## src/rtl/fetch_prefetch_stage_pkg.sv

```systemverilog
// Shared defaults and helpers for the prefetching fetch stage.
package fetch_prefetch_stage_pkg;

    localparam int unsigned WORD_SIZE_DEF = 32;
    localparam int unsigned QDEPTH_DEF    = 4;
    localparam logic [31:0] RESET_PC_DEF  = 32'h0000_0000;

    // Counter width able to hold 0..depth inclusive.
    function automatic int unsigned cnt_width(input int unsigned depth);
        return $clog2(depth) + 1;
    endfunction

endpackage

```

## src/rtl/fetch_prefetch_stage_if.sv

```systemverilog
// Instruction-memory request/grant + in-order response bus.
interface fetch_prefetch_stage_if
    import fetch_prefetch_stage_pkg::*;
#(
    parameter int WORD_SIZE = WORD_SIZE_DEF
) ();

    logic                 imem_req;
    logic [WORD_SIZE-1:0] imem_addr;
    logic                 imem_gnt;
    logic                 imem_rvalid;
    logic [WORD_SIZE-1:0] imem_rdata;

    // Fetch stage side
    modport master (
        output imem_req, imem_addr,
        input  imem_gnt, imem_rvalid, imem_rdata
    );

    // Memory side
    modport slave (
        input  imem_req, imem_addr,
        output imem_gnt, imem_rvalid, imem_rdata
    );

endinterface

```

## src/rtl/fetch_prefetch_stage_fetch_queue.sv

```systemverilog
// Prefetch FIFO holding {pc, instr} pairs; head is readable combinationally
// so decode can load it on the same edge it is popped.
module fetch_prefetch_stage_fetch_queue #(
    parameter int WIDTH = 64,
    parameter int DEPTH = 4
) (
    input  logic                     clk,
    input  logic                     rst,
    input  logic                     push_i,
    input  logic                     pop_i,
    input  logic                     clear_i,
    input  logic [WIDTH-1:0]         wdata_i,
    output logic [WIDTH-1:0]         rdata_o,
    output logic [$clog2(DEPTH):0]   count_o
);

    localparam int AW = $clog2(DEPTH);
    localparam logic [AW:0] FULL = (AW+1)'(DEPTH);

    logic [WIDTH-1:0] mem_q [DEPTH];
    logic [AW-1:0]    wr_ptr_q;
    logic [AW-1:0]    rd_ptr_q;
    logic [AW:0]      count_q;
    logic             push_ok;
    logic             pop_ok;

    assign pop_ok  = pop_i  && (count_q != '0);
    assign push_ok = push_i && (count_q != FULL);

    // Pointers wrap by natural overflow since DEPTH is a power of two.
    always_ff @(posedge clk or posedge rst) begin
        if (rst) begin
            wr_ptr_q <= '0;
            rd_ptr_q <= '0;
            count_q  <= '0;
        end else if (clear_i) begin
            wr_ptr_q <= '0;
            rd_ptr_q <= '0;
            count_q  <= '0;
        end else begin
            if (push_ok) wr_ptr_q <= wr_ptr_q + 1'b1;
            if (pop_ok)  rd_ptr_q <= rd_ptr_q + 1'b1;
            case ({push_ok, pop_ok})
                2'b10:   count_q <= count_q + 1'b1;
                2'b01:   count_q <= count_q - 1'b1;
                default: count_q <= count_q;
            endcase
        end
    end

    // Storage array is not reset; only the pointers define validity.
    always_ff @(posedge clk) begin
        if (push_ok && !clear_i) mem_q[wr_ptr_q] <= wdata_i;
    end

    assign rdata_o = mem_q[rd_ptr_q];
    assign count_o = count_q;

endmodule

```

## src/rtl/fetch_prefetch_stage.sv

```systemverilog
// Fetch stage with up to QDEPTH outstanding imem requests and a prefetch
// queue feeding the decode register. Redirects flush the queue and squash
// every response still in flight.
module fetch_prefetch_stage
    import fetch_prefetch_stage_pkg::*;
#(
    parameter int                   WORD_SIZE = WORD_SIZE_DEF,
    parameter int                   QDEPTH    = QDEPTH_DEF,
    parameter logic [WORD_SIZE-1:0] RESET_PC  = WORD_SIZE'(RESET_PC_DEF)
) (
    input  logic                        clk,
    input  logic                        rst,
    input  logic                        PCSrcE,
    input  logic [WORD_SIZE-1:0]        PCTargetE,
    input  logic                        StallD,
    fetch_prefetch_stage_if.master      imem,
    output logic [WORD_SIZE-1:0]        InstrD,
    output logic [WORD_SIZE-1:0]        PCD,
    output logic [WORD_SIZE-1:0]        PCPlus4D,
    output logic                        ValidD
);

    localparam int CW = cnt_width(QDEPTH);
    localparam int QW = 2 * WORD_SIZE;
    localparam logic [CW:0] QLIM = (CW+1)'(QDEPTH);
    localparam logic [WORD_SIZE-1:0] FOUR = WORD_SIZE'(4);

    logic [WORD_SIZE-1:0] pc_q, pc_d;
    logic [WORD_SIZE-1:0] ret_pc_q, ret_pc_d;
    logic [CW-1:0]        out_cnt_q, out_cnt_d;
    logic [CW-1:0]        disc_cnt_q, disc_cnt_d;
    logic [WORD_SIZE-1:0] instr_q, pcd_q, pcp4_q;
    logic                 valid_q;

    logic [CW-1:0]        q_count;
    logic [QW-1:0]        q_rdata;
    logic                 q_push, q_pop, q_clear;
    logic [CW:0]          credit_sum;
    logic                 grant, rsp;
    logic [WORD_SIZE-1:0] target_aligned;
    logic                 unused_target_lsbs;

    assign target_aligned     = {PCTargetE[WORD_SIZE-1:2], 2'b00};
    assign unused_target_lsbs = ^PCTargetE[1:0];

    // Credit is taken from registered counts only; a same-cycle pop does not help.
    assign credit_sum    = {1'b0, out_cnt_q} + {1'b0, q_count};
    assign imem.imem_req = !rst && !PCSrcE && (credit_sum < QLIM);
    assign imem.imem_addr = pc_q;

    assign grant = imem.imem_req && imem.imem_gnt;
    // A response with nothing outstanding is a protocol error and is ignored.
    assign rsp   = imem.imem_rvalid && (out_cnt_q != '0);

    assign q_pop = !PCSrcE && !StallD && (q_count != '0);

    // Next-state for fetch PC, return PC, outstanding and discard counters.
    always_comb begin
        pc_d       = pc_q;
        ret_pc_d   = ret_pc_q;
        out_cnt_d  = out_cnt_q;
        disc_cnt_d = disc_cnt_q;
        q_push     = 1'b0;
        q_clear    = 1'b0;

        case ({grant, rsp})
            2'b10:   out_cnt_d = out_cnt_q + 1'b1;
            2'b01:   out_cnt_d = out_cnt_q - 1'b1;
            default: out_cnt_d = out_cnt_q;
        endcase

        if (PCSrcE) begin
            pc_d       = target_aligned;
            ret_pc_d   = target_aligned;
            q_clear    = 1'b1;
            // Everything still in flight is stale; this cycle's response too.
            disc_cnt_d = out_cnt_q - CW'(rsp);
        end else begin
            if (grant) pc_d = pc_q + FOUR;
            if (rsp) begin
                if (disc_cnt_q != '0) begin
                    disc_cnt_d = disc_cnt_q - 1'b1;
                end else begin
                    q_push   = 1'b1;
                    ret_pc_d = ret_pc_q + FOUR;
                end
            end
        end
    end

    // Fetch-side state registers.
    always_ff @(posedge clk or posedge rst) begin
        if (rst) begin
            pc_q       <= RESET_PC;
            ret_pc_q   <= RESET_PC;
            out_cnt_q  <= '0;
            disc_cnt_q <= '0;
        end else begin
            pc_q       <= pc_d;
            ret_pc_q   <= ret_pc_d;
            out_cnt_q  <= out_cnt_d;
            disc_cnt_q <= disc_cnt_d;
        end
    end

    fetch_prefetch_stage_fetch_queue #(
        .WIDTH (QW),
        .DEPTH (QDEPTH)
    ) u_fetch_queue (
        .clk     (clk),
        .rst     (rst),
        .push_i  (q_push),
        .pop_i   (q_pop),
        .clear_i (q_clear),
        .wdata_i ({ret_pc_q, imem.imem_rdata}),
        .rdata_o (q_rdata),
        .count_o (q_count)
    );

    // Decode register: redirect kills, stall holds, otherwise load the queue head.
    always_ff @(posedge clk or posedge rst) begin
        if (rst) begin
            valid_q <= 1'b0;
            instr_q <= '0;
            pcd_q   <= '0;
            pcp4_q  <= '0;
        end else if (PCSrcE) begin
            valid_q <= 1'b0;
        end else if (!StallD) begin
            if (q_count != '0) begin
                valid_q <= 1'b1;
                instr_q <= q_rdata[WORD_SIZE-1:0];
                pcd_q   <= q_rdata[QW-1:WORD_SIZE];
                pcp4_q  <= q_rdata[QW-1:WORD_SIZE] + FOUR;
            end else begin
                valid_q <= 1'b0;
            end
        end
    end

    // Flags a response arriving with no request outstanding.
    always_ff @(posedge clk) begin
        if (!rst) assert (!(imem.imem_rvalid && (out_cnt_q == '0)));
    end

    assign InstrD   = instr_q;
    assign PCD      = pcd_q;
    assign PCPlus4D = pcp4_q;
    assign ValidD   = valid_q;

endmodule
```

## src/flat_wrapper.sv

```systemverilog
// flat-port wrapper written by rule: the top's interface ports become plain ports
module fetch_prefetch_stage_flat import fetch_prefetch_stage_pkg::*;
#(
    parameter int                   WORD_SIZE = WORD_SIZE_DEF,
    parameter int                   QDEPTH    = QDEPTH_DEF,
    parameter logic [WORD_SIZE-1:0] RESET_PC  = WORD_SIZE'(RESET_PC_DEF)
)
  (clk, rst, PCSrcE, PCTargetE, StallD, InstrD, PCD, PCPlus4D, ValidD, imem_imem_req, imem_imem_addr, imem_imem_gnt, imem_imem_rvalid, imem_imem_rdata);
  fetch_prefetch_stage_if #(.WORD_SIZE(WORD_SIZE)) imem_i ();
  input  logic clk;
  input  logic rst;
  input  logic PCSrcE;
  input  logic [WORD_SIZE-1:0] PCTargetE;
  input  logic StallD;
  output logic [WORD_SIZE-1:0] InstrD;
  output logic [WORD_SIZE-1:0] PCD;
  output logic [WORD_SIZE-1:0] PCPlus4D;
  output logic ValidD;
  output wire logic [$bits(imem_i.imem_req)-1:0] imem_imem_req;
  output wire logic [$bits(imem_i.imem_addr)-1:0] imem_imem_addr;
  input wire logic [$bits(imem_i.imem_gnt)-1:0] imem_imem_gnt;
  input wire logic [$bits(imem_i.imem_rvalid)-1:0] imem_imem_rvalid;
  input wire logic [$bits(imem_i.imem_rdata)-1:0] imem_imem_rdata;
  assign imem_imem_req = imem_i.imem_req;
  assign imem_imem_addr = imem_i.imem_addr;
  assign imem_i.imem_gnt = imem_imem_gnt;
  assign imem_i.imem_rvalid = imem_imem_rvalid;
  assign imem_i.imem_rdata = imem_imem_rdata;
  fetch_prefetch_stage #(.WORD_SIZE(WORD_SIZE), .QDEPTH(QDEPTH), .RESET_PC(RESET_PC)) u_core (.clk(clk), .rst(rst), .PCSrcE(PCSrcE), .PCTargetE(PCTargetE), .StallD(StallD), .imem(imem_i), .InstrD(InstrD), .PCD(PCD), .PCPlus4D(PCPlus4D), .ValidD(ValidD));
endmodule
```

## config.mk

```make
export PLATFORM = sky130hd
export DESIGN_NAME = fetch_prefetch_stage_flat
export DESIGN_NICKNAME = d
export VERILOG_FILES = /design/src/rtl/fetch_prefetch_stage_pkg.sv /design/src/rtl/fetch_prefetch_stage_if.sv /design/src/rtl/fetch_prefetch_stage_fetch_queue.sv /design/src/rtl/fetch_prefetch_stage.sv /design/src/flat_wrapper.sv
export SDC_FILE = /design/constraint.sdc
export NUM_CORES = 1
export LEC_CHECK = 0
export CAP_MARGIN = 20
export CORE_MARGIN = 8
export CORE_UTILIZATION = 39
export DETAILED_ROUTE_END_ITERATION = 12
export MAX_ROUTING_LAYER = met4
export SLEW_MARGIN = 25
export SYNTH_ARGS = -nofsm -noshare
export SYNTH_HDL_FRONTEND = slang
export SYNTH_HIERARCHICAL = 1
export SYNTH_SLANG_ARGS = --single-unit
```

## constraint.sdc

```tcl
create_clock -name clk -period 7.5 [get_ports clk]
set_input_delay 1.5 -clock clk [delete_from_list [all_inputs] [get_ports clk]]
set_output_delay 1.5 -clock clk [all_outputs]
set_load 0.01 [all_outputs]
```

# --- Yosys cells after proc, flatten, opt, wreduce, memory -nomap -nowiden ---
# Memories as Yosys holds them, arrays and structs flattened.
# Index checks and enable logic that the tools add are counted.
word_totals:
  ram_bits: 256
  elab_cells: 84
  output_inout_bits: 130
  memories: 1
  input_bits: 70
  reg_bits: 174
mem_list:
  columns: ["name", "depth", "word_bits", "rd", "rd_clocked_by_memory_dff", "wr", "line", "rtl"]
  rows:
  - ["u_core.u_fetch_queue.mem_q", 4, 64, 1, 0, 1, "fetch_prefetch_stage_fetch_queue.sv:20", "logic [WIDTH-1:0] mem_q [DEPTH];"]
op_classes:
  n_addsub: 12
  magnitude_cmp: 1
  n_eq_ne: 7
  mux: 24
  n_bitwise: 2
  reduce_logical: 26
ops:
  columns: ["operator", "n"]
  rows:
  - ["32-bit two-way mux", 5]
  - ["32-bit by 3-bit adder with 32-bit output, second input constant", 3]
  - ["3-bit two-way mux", 4]
  - ["3-bit case mux with 2 select lines", 2]
  - ["2-bit nonzero test", 6]
  - ["3-bit nonzero test", 4]
  - ["1-bit logical AND", 9]
  - ["1-bit two-way mux", 9]
  - ["3-bit by 1-bit subtractor with 3-bit output, second input constant", 3]
  - ["2-bit two-way mux", 4]
  - ["3-bit by 1-bit adder with 3-bit output, second input constant", 2]
  - ["2-bit by 1-bit adder with 2-bit output, second input constant", 2]
  - ["3-bit by 3-bit adder with 4-bit output", 1]
  - ["2-bit by 1-bit equality test with 1-bit output, second input constant", 2]
  - ["2-bit equality test, second input constant", 2]
  - ["1-bit logical NOT", 4]
  - ["4-bit by 3-bit < comparator with 1-bit output, second input constant", 1]
  - ["2-bit inequality test, second input constant", 2]
  - ["2-bit AND reduction", 2]
  - ["3-bit inequality test, second input constant", 1]
  - ["3-bit AND reduction", 1]
  - ["3-bit by 1-bit subtractor with 3-bit output", 1]
  - ["1-bit inverter", 2]

# --- Longest topological paths before layout ---
logic_depth:
  depth_word: 8
  depth_mapped: 12
  ltp_nobuf: 10

# --- Hierarchy ---
# Netlist, hierarchy kept.
modules_own_cells:
  columns: ["mod", "cells_per_inst", "area_each_um2", "seq_area_each_um2", "instances"]
  rows:
  - ["fetch_prefetch_stage_fetch_queue", 398, 9796.9, 7862.5, 1]
  - ["fetch_prefetch_stage", 873, 7842.5, 4028.9, 1]

# --- Worst setup path after synthesis ---
# OpenSTA, ideal clock, no wires.
synth_timing:
  kind: "input port to output port"
  from: "input port rst"
  to: "output port imem_imem_req"
  required_time_ns: 6.000
  cell_stages: 2
  setup_slack_ns: 0.566
  arrival_time_ns: 5.434
  n_path_buf: 0
  path_cell_list: "inv_1 -> and3_1"
synth_via:
  elab_chain_len: 3
synth_rtl:
  columns: ["element", "line", "rtl"]
  rows:
  - ["from (decl)", "flat_wrapper.sv:11", "input logic rst;"]
  - ["1-bit logical NOT", "fetch_prefetch_stage.sv:48", "assign imem.imem_req = !rst && !PCSrcE && (credit_sum < QLIM);"]
  - ["1-bit logical AND (2 in a row)", "fetch_prefetch_stage.sv:48", null]
  - ["to (decl)", "flat_wrapper.sv:19", "output wire logic [$bits(imem_i.imem_req)-1:0] imem_imem_req;"]
# Every way passes these cells.

# --- Worst setup path in the final report ---
# Same ends and word-level chain as after synthesis.

==> out/qor.txt <==
Status -> completed
Fill cell count -> 3914
Slew HR -> 0.351
Initial antenna violation count -> 1
Reg clk slew, reported paths -> 0.06 ns
Io pins -> 200
Period utilisation layout -> 0.600
Hold Path Class -> register to register
Post-route ant nets -> 0
Async set-reset flop share out of synthesis -> 0.396
Vias in the first global route -> 11100
Post-synthesis cell type count -> 57
EDFF count, synth -> 256
Pin slew with the least headroom to its limit -> 0.964 ns
Slew Viols, Final -> 0
Area of the multi-input gates -> 5370 sq um
Setup TNS -> 0 ns
GR Util met3 -> 0.0297
WL/cell -> 19.7 um
Initial Util -> 0.392
Final Hold Vio Count -> 0
Fin area -> 21800 sq um
Post CTS Setup Buffer Count -> 0
Net Sw Frac -> 0.235
Leakage -> 8.00 nW
Most frequent cells in the layout -> nand2_1 (276), edfxtp_1 (256), clkdlybuf4s50_1 (194), dfrtp_1 (166), o21ai_0 (65)
Power Dens Cells -> 258 nW/um^2
Synth top area cells -> edfxtp_1 (44%), dfrtp_1 (24%), mux4_2 (8.2%), nand2_1 (5.9%), xnor2_1 (1.9%)
Worst vdd ir -> 157 uV
Yosys top cell area share -> 0.436
TritonCTS clock tree -> built
Layout cells sized above 1 -> 0.116
Worst setup SP type -> input pin
Count of state elements after synthesis -> 424
Final Util -> 0.484
GR peak layer -> met2
Seq/Total Area, Yosys -> 0.674
CORE AREA -> 45000 sq um
CTS resizes -> 0
Cells after synthesis -> 1271
Final Wtd Congestion -> 0.816
Met1 Use GR -> 0.217
Fin crit period -> 4.50 ns
Synthesized area per cell -> 13.9 sq um
Die outline width -> 229 um
Internal -> 4.30 mW
Clock net sink count -> 424
Total GRT Usage -> 0.162
Worst-skew pair later-pin latency -> 0.57 ns
Iteration count of the initial detailed-routing pass -> 4
Post-synth top flop -> edfxtp_1
Synth area leader -> edfxtp_1
Die Footprint -> 52300 sq um
Syn. warnings -> 6
Mapped Area -> 17600 sq um
Cts hold-fix bufs -> 0
CTS buffer count -> 45
Sw Pwr -> 1.32 mW
Crit Path Class -> input pin to primary output
Port bufs -> 195
RSZ-0062 raised after global routing -> no
Crit Path Max Fanout -> 23
Largest net degree at the start of global routing -> 90
Avg Vias per Cell -> 5.13
Residual DRC -> 0
Drt initial violations -> 697
Critical Path Sink Type -> primary output
Wirelength, routed -> 41500 um
CTS max path bufs -> 3
# Max-Cap Violations -> 0
Clock power frac -> 0.404
Leading cell type in the layout, fill and taps excluded -> nand2_1
Comb pwr share -> 0.105
H-tree levels -> 2
Flop pwr share -> 0.491
M2 GR Usage -> 0.254
Final #Nets -> 1559
Post-DP HPWL -> 26700 um
Placed instance area -> 20200 sq um
Die height -> 229 um
Synth-to-layout area growth -> 23.6%
Final setup viols -> 0
GRT overflow -> 0
Clock Skews -> 0.0165 ns
CP Data Required Time -> 6.00 ns
Global-route wire length before repair -> 65100 um
Row count -> 78
Seq. cell area -> 11900 sq um
FMAX -> 222 MHz
Vias -> 10800
Critical Path AT -> 3.00 ns
Clk root buf -> clkbuf_16
[Yosys cell counts (all sizes together), types with 15 or more instances]
cell type and n:
nand2 276, inv 25, o211ai 15, xnor2 39, o21ai 66, nand4 31, buf 26, dfrtp 168
edfxtp 256, mux4 64, clkbuf 38, nor2 33, nand3 44, nor3 18, xor2 35
[path summary, 6_finish.rpt]
check                                                             startpoint                               to  slack [ns]  cells past startpoint
min in group asynchronous                                                rst    u_core/InstrD[17]$_DFFE_PP0P_        1.30                      2
worst min-delay path                            u_core/InstrD[3]$_DFFE_PP0P_     u_core/InstrD[3]$_DFFE_PP0P_        0.47                      2
max in group asynchronous                                                rst  u_core/PCPlus4D[27]$_DFFE_PP0P_        5.22                      4
worst min register to register                  u_core/InstrD[3]$_DFFE_PP0P_     u_core/InstrD[3]$_DFFE_PP0P_        0.47                      2
worst max-delay path                                                     rst                    imem_imem_req        3.00                      4
worst max register to register  u_core/u_fetch_queue/rd_ptr_q[0]$_DFFE_PP0P_  u_core/PCPlus4D[22]$_DFFE_PP0P_        3.66                      8
[state kept, by name, indices dropped and copies added, names as in the netlist]
name                           count
u_core/PCPlus4D                   30
u_core/ret_pc_q                   30
u_core/PCD                        32
u_core/u_fetch_queue/mem_q       256
u_core/disc_cnt_q                  3
u_core/u_fetch_queue/count_o       3
u_core/ValidD                      1
u_core/out_cnt_q                   3
u_core/imem.imem_addr             30
u_core/InstrD                     32
u_core/u_fetch_queue/rd_ptr_q      2
u_core/u_fetch_queue/wr_ptr_q      2
[final cells by class]
type	instances	share of cell area
Antenna cell	1	0.000115
Clock buffer	62	0.0588
Clock inverter	22	0.0109
Inverter	26	0.00476
Multi-Input combinational cell	766	0.247
Sequential cell	424	0.546
Tap cell	600	0.0344
Timing Repair Buffer	210	0.0986
[cell families after synthesis]
logic type | share of synthesized area
AOI/OAI and AO/OA | 0.0416
xor gates and xnor gates | 0.0367
adders and majority gates | 0.0122
buffers and inverters | 0.0240
DFF | 0.674
muxes | 0.0891
other | 0.000213
and+or+nand+nor | 0.122
[stage by stage]
| step | worst slack (ns) | cells | total power [mW] | hold WS, ns |
|---|---|---|---|---|
| 2_1_floorplan | 0.566 | 1280 | 3.06 | 0.476 |
| 3_3_place_gp | 2.99 | 2021 | 3.38 | 0.458 |
| 3_5_place_dp | 2.97 | 2025 | 3.40 | 0.461 |
| 4_1_cts | 2.95 | 2109 | 5.69 | 0.476 |
| 5_1_grt | 2.91 | 2110 | 5.85 | 0.495 |
| 6_report | 3.00 | 2111 | 5.62 | 0.470 |
[power by group through the flow]
stage	logic [mW]	registers (mW)	clock network, mW
6_report	0.590	2.76	2.27
4_1_cts	0.601	2.76	2.33
3_5_place_dp	0.598	2.80	0
5_1_grt	0.655	2.78	2.42
3_3_place_gp	0.585	2.80	0
2_1_floorplan	0.257	2.80	0
[critical path, stage by stage]
cell,delay [ns]
clkdlybuf4s50_1,0.49
inv_6,0.25
and3_1,0.20
clkdlybuf4s50_1,0.55
[metal layers]
metal	vias up	share of wire
li1	5055	-
met1	5509	0.46
met2	214	0.48
met3	55	0.040
met4	0	0.018
met5	-	0
Note: power is estimated with default switching activity, not from simulation.
